## src/rtl/bpsk_serializer.sv

```systemverilog
// bpsk_serializer: captures a flattened packet from the byte sorter and shifts
// it out LSB-first, one bit per CYCLES_PER_BIT clocks, for the BPSK modulator.
// Optional feature macro: BPSK_PREAMBLE_EN prepends an alternating 1,0,1,0...
// preamble of PREAMBLE_BITS bits ahead of the packet data.
module bpsk_serializer #(
  parameter int PACKET_WIDTH   = 2,
  parameter int CYCLES_PER_BIT = 4,
  parameter int PREAMBLE_BITS  = 16
) (
  input  logic                      clk,
  input  logic                      rst_n,
  input  logic [PACKET_WIDTH*8-1:0] sorted_packet,
  input  logic                      packet_ready,
  output logic                      tx_bit,
  output logic                      tx_valid,
  output logic                      symbol_start,
  output logic                      busy,
  output logic                      done
);

  localparam int NBITS   = PACKET_WIDTH * 8;
  localparam int CYC_W   = (CYCLES_PER_BIT > 1) ? $clog2(CYCLES_PER_BIT) : 1;
  localparam int BIT_MAX = (NBITS > PREAMBLE_BITS) ? NBITS : PREAMBLE_BITS;
  localparam int BIT_W   = (BIT_MAX > 1) ? $clog2(BIT_MAX) : 1;

  localparam logic [CYC_W-1:0] CYC_LAST  = CYC_W'(CYCLES_PER_BIT - 1);
  localparam logic [BIT_W-1:0] DATA_LAST = BIT_W'(NBITS - 1);
`ifdef BPSK_PREAMBLE_EN
  localparam logic [BIT_W-1:0] PRE_LAST  = BIT_W'(PREAMBLE_BITS - 1);
`endif

`ifdef BPSK_PREAMBLE_EN
  typedef enum logic [1:0] {
    IDLE     = 2'd0,
    PREAMBLE = 2'd1,
    DATA     = 2'd2,
    DONE     = 2'd3
  } state_t;
`else
  typedef enum logic [1:0] {
    IDLE = 2'd0,
    DATA = 2'd2,
    DONE = 2'd3
  } state_t;
`endif

  state_t             state_q, state_d;
  logic               ready_q;
  logic [CYC_W-1:0]   cyc_cnt;
  logic [BIT_W-1:0]   bit_cnt;
  logic [NBITS-1:0]   shreg;
  logic               start;
  logic               bit_wrap;

  // A start is a fresh rising edge of ready, honoured only while idle.
  assign start    = (state_q == IDLE) && packet_ready && !ready_q;
  assign bit_wrap = (cyc_cnt == CYC_LAST);

  // ready_q resets high so a level already present at reset release is not an edge.
  always_ff @(posedge clk or negedge rst_n) begin
    if (!rst_n) ready_q <= 1'b1;
    else        ready_q <= packet_ready;
  end

  // State register.
  always_ff @(posedge clk or negedge rst_n) begin
    if (!rst_n) state_q <= IDLE;
    else        state_q <= state_d;
  end

  // Next-state logic: each active state ends on the wrap of its last bit.
  always_comb begin
    state_d = state_q;
    case (state_q)
      IDLE: begin
        if (start) begin
`ifdef BPSK_PREAMBLE_EN
          state_d = PREAMBLE;
`else
          state_d = DATA;
`endif
        end
      end
`ifdef BPSK_PREAMBLE_EN
      PREAMBLE: if (bit_wrap && (bit_cnt == PRE_LAST))  state_d = DATA;
`endif
      DATA:     if (bit_wrap && (bit_cnt == DATA_LAST)) state_d = DONE;
      DONE:     state_d = IDLE;
      default:  state_d = IDLE;
    endcase
  end

  // Cycle and bit counters restart on every state change.
  always_ff @(posedge clk or negedge rst_n) begin
    if (!rst_n) begin
      cyc_cnt <= '0;
      bit_cnt <= '0;
    end else if (state_d != state_q) begin
      cyc_cnt <= '0;
      bit_cnt <= '0;
    end else if (tx_valid) begin
      if (bit_wrap) begin
        cyc_cnt <= '0;
        bit_cnt <= bit_cnt + BIT_W'(1);
      end else begin
        cyc_cnt <= cyc_cnt + CYC_W'(1);
      end
    end
  end

  // Packet shift register: loaded on start, shifted right at each data bit boundary.
  always_ff @(posedge clk) begin
    if (start)                               shreg <= sorted_packet;
    else if ((state_q == DATA) && bit_wrap)  shreg <= shreg >> 1;
  end

  // Outputs decode straight from state so reset clears them immediately.
  always_comb begin
    tx_valid = 1'b0;
    tx_bit   = 1'b0;
    done     = 1'b0;
    case (state_q)
`ifdef BPSK_PREAMBLE_EN
      PREAMBLE: begin
        tx_valid = 1'b1;
        tx_bit   = ~bit_cnt[0];
      end
`endif
      DATA: begin
        tx_valid = 1'b1;
        tx_bit   = shreg[0];
      end
      DONE:    done = 1'b1;
      default: ;
    endcase
  end

  assign busy         = tx_valid;
  assign symbol_start = tx_valid && (cyc_cnt == '0);

endmodule

```

## config.mk

```make
export PLATFORM = sky130hd
export DESIGN_NAME = bpsk_serializer
export DESIGN_NICKNAME = d
export VERILOG_FILES = /design/src/rtl/bpsk_serializer.sv
export SDC_FILE = /design/constraint.sdc
export NUM_CORES = 1
export LEC_CHECK = 0
export ABC_AREA = 1
export BUFFER_PORTS_ARGS = -buffer_cell sky130_fd_sc_hd__buf_4
export CORE_MARGIN = 3
export CORE_UTILIZATION = 41
export DETAILED_ROUTE_END_ITERATION = 6
export SETUP_SLACK_MARGIN = 0.15
export SYNTH_ARGS = -nofsm -noshare
export SYNTH_HDL_FRONTEND = slang
export SYNTH_SLANG_ARGS = --single-unit
```

## constraint.sdc

```tcl
create_clock -name clk -period 3.1 [get_ports clk]
set_input_delay 0.62 -clock clk [delete_from_list [all_inputs] [get_ports clk]]
set_output_delay 0.62 -clock clk [all_outputs]
set_load 0.02 [all_outputs]
```

==> results.cfg, run 1 <==
[run_status]
outcome = finished clean

[critical_path]
cp-start-kind = flip-flop
worstPathArrival_ps = 1380
path_max_fanout = 8
worstSetupPathType = reg -> out
r2r_setup_slack_ps = 1120
end_kind = primary output
required_ps = 2480

[synthesis]
synthSimpleGateAreaFrac_pct = 32.4
synth.distinct_cells = 19
synthAdderAreaFrac_pct = 2.98
yosysTopAreaCellShare_pct = 38.2
ys_seq_area_share_pct = 56.2
synth-edff-count = 16
synth_ff_type = edfxtp_1
synthMuxAreaShare_pct = 0
yosys.area.top_type = edfxtp_1
avgSynthCellArea_um2 = 9.54
synth_nets = 154
synth_top_family_by_area = simple AND/OR/NAND/NOR gates
yosysWarnings = 0
synth_xor_area_share_pct = 0.696
synth.cell_area_mm2 = 0.00126
synth_commonest_cells = 41 x nand2_1, 22 x nand3_1, 16 x edfxtp_1, 11 x inv_1
synth.area.top_cells = edfxtp_1 38%, dfrtp_1 16%, nand2_1 12%
postSynthCellCount = 132
synth_compound_area_share_pct = 0.795
async_flop_share_pct = 36.0
synth_most_common_cell = nand2_1
ys_ff_latch = 25

[route]
wl_per_cell_um = 12.1
wl_met2_um = 1050
dr.max_layer_used = met4
met3_length_um = 89
route.antenna.remaining_nets = 0
met1Wirelength_um = 1080
via_per_inst = 4.90
firstDrtPassIters = 3
wirelength_um = 2230
first_iter_violations = 33
drc_errors = 0
num_vias = 901

[grt]
first_global_vias = 874
overflow = 0
grt_pass1_wl_um = 3720
grt_start_max_net_pins = 25
track_usage_pct = 13.5
grt_antenna_before_repair = 0

[final_layout]
antennaDiodeCount = 0
fin_area_mm2 = 0.00146
final_nets = 176
drive_gt1_share_pct = 22.9
fin_util_pct = 51.5
nFillCells = 278
area.growth.synth_to_final_pct = 15.8

[clock_tree]
cts.path.max_buffers = 2
cts_resized = 0
cts_made_buffers = 3
path_clk_slew_ps = 130
postCtsHoldBufs = 0
root_buffer = clkbuf_4
post_cts_buffers = 0
cts_tree = built
worstSkewPairLatency_ps = 310
htree_levels = 1
numClockSinks = 25

[sta]
finalCriticalPeriod_ps = 2000
setup_viol = 0
maxSlewViolCount = 0
tns_ps = 0
rsz0062_at_grt = false
holdWs_ps = 107
finalHoldViolCount = 0
fmax_mhz = 499
fin_skew_ps = 8.88
finalCritPeriodShare_pct = 64.7
worst_pin_slew_ps = 675
slew_headroom_pct = 54.9

[floorplanning]
start_util_pct = 44.5
fp.dieH_um = 61.4
coreArea_mm2 = 0.00283
dieArea_mm2 = 0.00377
num_rows = 19
die_w_um = 61.4
boundaryPins = 24

[power_and_ir_drop]
p_leak_nw = 0.733
powerDensity_mw_per_mm2 = 358
ir_worst_vdd_mv = 0.174
finalPower_uw = 522

[placed_design]
port_buffers = 23
place_area_mm2 = 0.00143
gp_congestion = 0.730
hpwlAfterDp_um = 1630

[run]
cap_viol_max_count = 0

[hold_path]
hp-class = in -> async
power breakdown:
part / internal (mW) / switching, mW / total [mW]
sequential: 0.353 / 0.000547 / 0.353
combinational: 0.0149 / 0.00996 / 0.0248
clock: 0.0502 / 0.0939 / 0.144
total: 0.418 / 0.104 / 0.522
cell families (layout without fill, tap and decap cells):
family                     count (synthesis)  in the layout
xor gates and xnor gates                   1              1
AOI/OAI and AO/OA                          2              2
and+or+nand+nor                           82             82
buffers and inverters                     19             40
DFF                                       25             25
adders and majority gates                  3              3
critical path: stages, from the launching register on:
cell and delay (ps):
dfrtp_1 620, nand2_1 190, nor2_1 120, buf_4 150
layout make-up:
class | instances | area, µm² | area share (%)
Inverter | 13 | 48.8 | 3.35
Sequential cell | 25 | 707 | 48.5
Tap cell | 31 | 38.8 | 2.66
Multi-Input combinational cell | 88 | 464 | 31.8
Clock buffer | 4 | 26.3 | 1.80
Timing Repair Buffer | 23 | 173 | 11.8
stage by stage:
| step | std cells | setup slack, ps |
|---|---|---|
| after floorplan | 132 | 1310 |
| after global placement | 180 | 948 |
| after detailed placement | 180 | 897 |
| after CTS | 184 | 1070 |
| after global routing | 184 | 956 |
| final | 184 | 1100 |
flip-flops by register name (all words and copies together), names as in the netlist:
signal,cells
state_q,2
shreg,16
cyc_cnt,2
bit_cnt,4
ready_q,1
final timing paths:
path	from	endpoint	cells past startpoint
setup / recovery	state_q[1]	symbol_start	3
hold / removal	rst_n	bit_cnt[3]	1
setup reg to reg	state_q[1]	shreg[13]	3
hold reg to reg	shreg[1]	shreg[0]	2
max in group asynchronous	rst_n	ready_q	1
min in group clk	packet_ready	ready_q	1
cell usage in the layout, fill, tap and decap left out:
master / Yosys / layout
nand2_1: 41 / 41
buf_4: 1 / 23
nand3_1: 22 / 22
edfxtp_1: 16 / 16
inv_1: 11 / 11
nor2_1: 8 / 8
dfrtp_1: 8 / 8
nand4_1: 5 / 5
nor2_4: 3 / 3
ha_1: 3 / 3
clkbuf_4: 0 / 3
inv_2: 2 / 2
a21oi_1: 2 / 2
nor2_8: 1 / 1
nand2_4: 1 / 1
nand3_4: 1 / 1
xor2_1: 1 / 1
clkbuf_1: 0 / 1
dfstp_2: 1 / 1
metal layers:
metal | vias to the layer above | track usage (%)
li1 | 474 | -
met1 | 408 | 17.8
met2 | 17 | 22.4
met3 | 2 | 2.73
met4 | 0 | 4.55
met5 | - | 0
(Power assumes the default switching activity.)
==> run 2: changes to the inputs <==
==> constraint.sdc (replaced) <==
create_clock -name clk -period 1.75 [get_ports clk]
set_input_delay 0.35 -clock clk [delete_from_list [all_inputs] [get_ports clk]]
set_output_delay 0.35 -clock clk [all_outputs]
set_load 0.02 [all_outputs]
==> results.cfg, run 2 (same netlist as run 1, synthesis figures left out) <==
[route]
wirelength_um = 2270
route.antenna.remaining_nets = 0
drc_errors = 0
firstDrtPassIters = 4
first_iter_violations = 31
num_vias = 943
via_per_inst = 4.96
wl_per_cell_um = 12.0

[final_layout]
antennaDiodeCount = 0
fin_area_mm2 = 0.00154
fin_util_pct = 54.3
final_common_cell = nand2_1
nFillCells = 270
top_register = shreg
final_nets = 182
largest_register_ffs = 16
top_regs = shreg: 16 flops, bit_cnt: 4 flops
final-seq-area_um2 = 709
multi_input_area_um2 = 489
drive_gt1_share_pct = 30.8
mostFrequentLayoutCells = 39 x nand2_1, 28 x buf_4, 22 x nand3_1, 16 x edfxtp_1, 8 x inv_1
area.growth.synth_to_final_pct = 22.0

[placed_design]
gp_congestion = 0.782
port_buffers = 23
place_area_mm2 = 0.00144
hpwlAfterDp_um = 1690
dpl_worst_slack_ps = 85.0

[critical_path]
r2r_end = bit_cnt[1]
critPathCapture = symbol_start
required_ps = 1400
end_kind = primary output
startpoint = cyc_cnt[0]
cp-start-kind = flip-flop
r2r_cells = 7
r2r_setup_slack_ps = 270
worstPathArrival_ps = 1150
path_max_fanout = 3
r2r-start = state_q[1]
worstSetupPathType = reg -> out

[clock_tree]
numClockSinks = 25
path_clk_slew_ps = 120
worstSkewPairLatency_ps = 300
cts_made_buffers = 3
htree_levels = 1
cts.path.max_buffers = 2
cts_tree = built
root_buffer = clkbuf_4

[sta]
finalWorstSetupSlack_ps = 246
slew_headroom_pct = 84.8
fin_skew_ps = 3.93
worst_pin_slew_ps = 228
setup_viol = 0
finalHoldViolCount = 0
finalCritPeriodShare_pct = 86.0
maxSlewViolCount = 0
finalCriticalPeriod_ps = 1500
tns_ps = 0
fmax_mhz = 665
rsz0062_at_grt = true

[grt]
overflow = 0
grt_antenna_before_repair = 0
grt_pass1_wl_um = 3900
grt_start_max_net_pins = 17
track_usage_pct = 13.8
first_global_vias = 926

[power_and_ir_drop]
powerDensity_mw_per_mm2 = 599
p_leak_nw = 0.758
finalPower_uw = 920
ir_worst_vdd_mv = 0.387

[hold_path]
hp-class = in -> reg

[floorplanning]
dieArea_mm2 = 0.00377
boundaryPins = 24
num_rows = 19
coreArea_mm2 = 0.00283
start_util_pct = 44.5
fp.dieH_um = 61.4
die_w_um = 61.4

[run_status]
outcome = finished clean

[run]
cap_viol_max_count = 0
==> run 2: layout make-up <==
class / instances / area share [%]
Sequential cell: 25 / 46.2
Multi-Input combinational cell: 88 / 31.9
Timing Repair Buffer: 29 / 14.3
Inverter: 13 / 3.34
Tap cell: 31 / 2.53
Clock buffer: 4 / 1.71
==> run 2: power breakdown <==
part | internal [mW] | switching, mW
Combinational | 0.0307 | 0.0186
Clock | 0.0887 | 0.157
Sequential | 0.625 | 0.00107
==> run 2: worst min path at each step <==
stage,from,end,slack [ps],cells past startpoint
floorplan,rst_n,bit_cnt[0],50,0
global placement,rst_n,bit_cnt[0],180,1
detailed placement,rst_n,bit_cnt[0],180,1
CTS,packet_ready,ready_q,130,1
global route,packet_ready,ready_q,120,1
finish,packet_ready,ready_q,150,1
==> run 2: metal layers <==
layer / up-vias / routed length [µm] / track usage [%] / part of all wire (%)
met5: - / 0 / 0 / 0
met4: 0 / 13 / 3.64 / 0.57
met3: 2 / 118 / 2.73 / 5.2
met2: 26 / 1030 / 22.4 / 45
met1: 427 / 1120 / 19.1 / 49
li1: 488 / - / - / -
==> run 2: worst max-delay path: stages (launching register included) <==
cell and delay (ps):
dfrtp_1 430, inv_2 80, ha_4 120, inv_2 30
nor2_2 60, buf_4 140
==> run 2: metrics by stage <==
step | std cells | hold slack, ps
2_1_floorplan | 132 | 54.4
3_3_place_gp | 181 | 179
3_5_place_dp | 181 | 181
4_1_cts | 188 | 132
5_1_grt | 190 | 115
6_report | 190 | 148
==> run 2: repair_timing <==
| item | 4_1_cts | 5_1_grt |
|---|---|---|
| resized for setup | 4 | 7 |
| endpoints found under the hold margin | 8 | 0 |
| cloned | 0 | 0 |
| endpoints found under the setup margin | 24 | 30 |
| hold buffers | 1 | 0 |
| setup buffers | 2 | 2 |
| pin swaps | 1 | 3 |
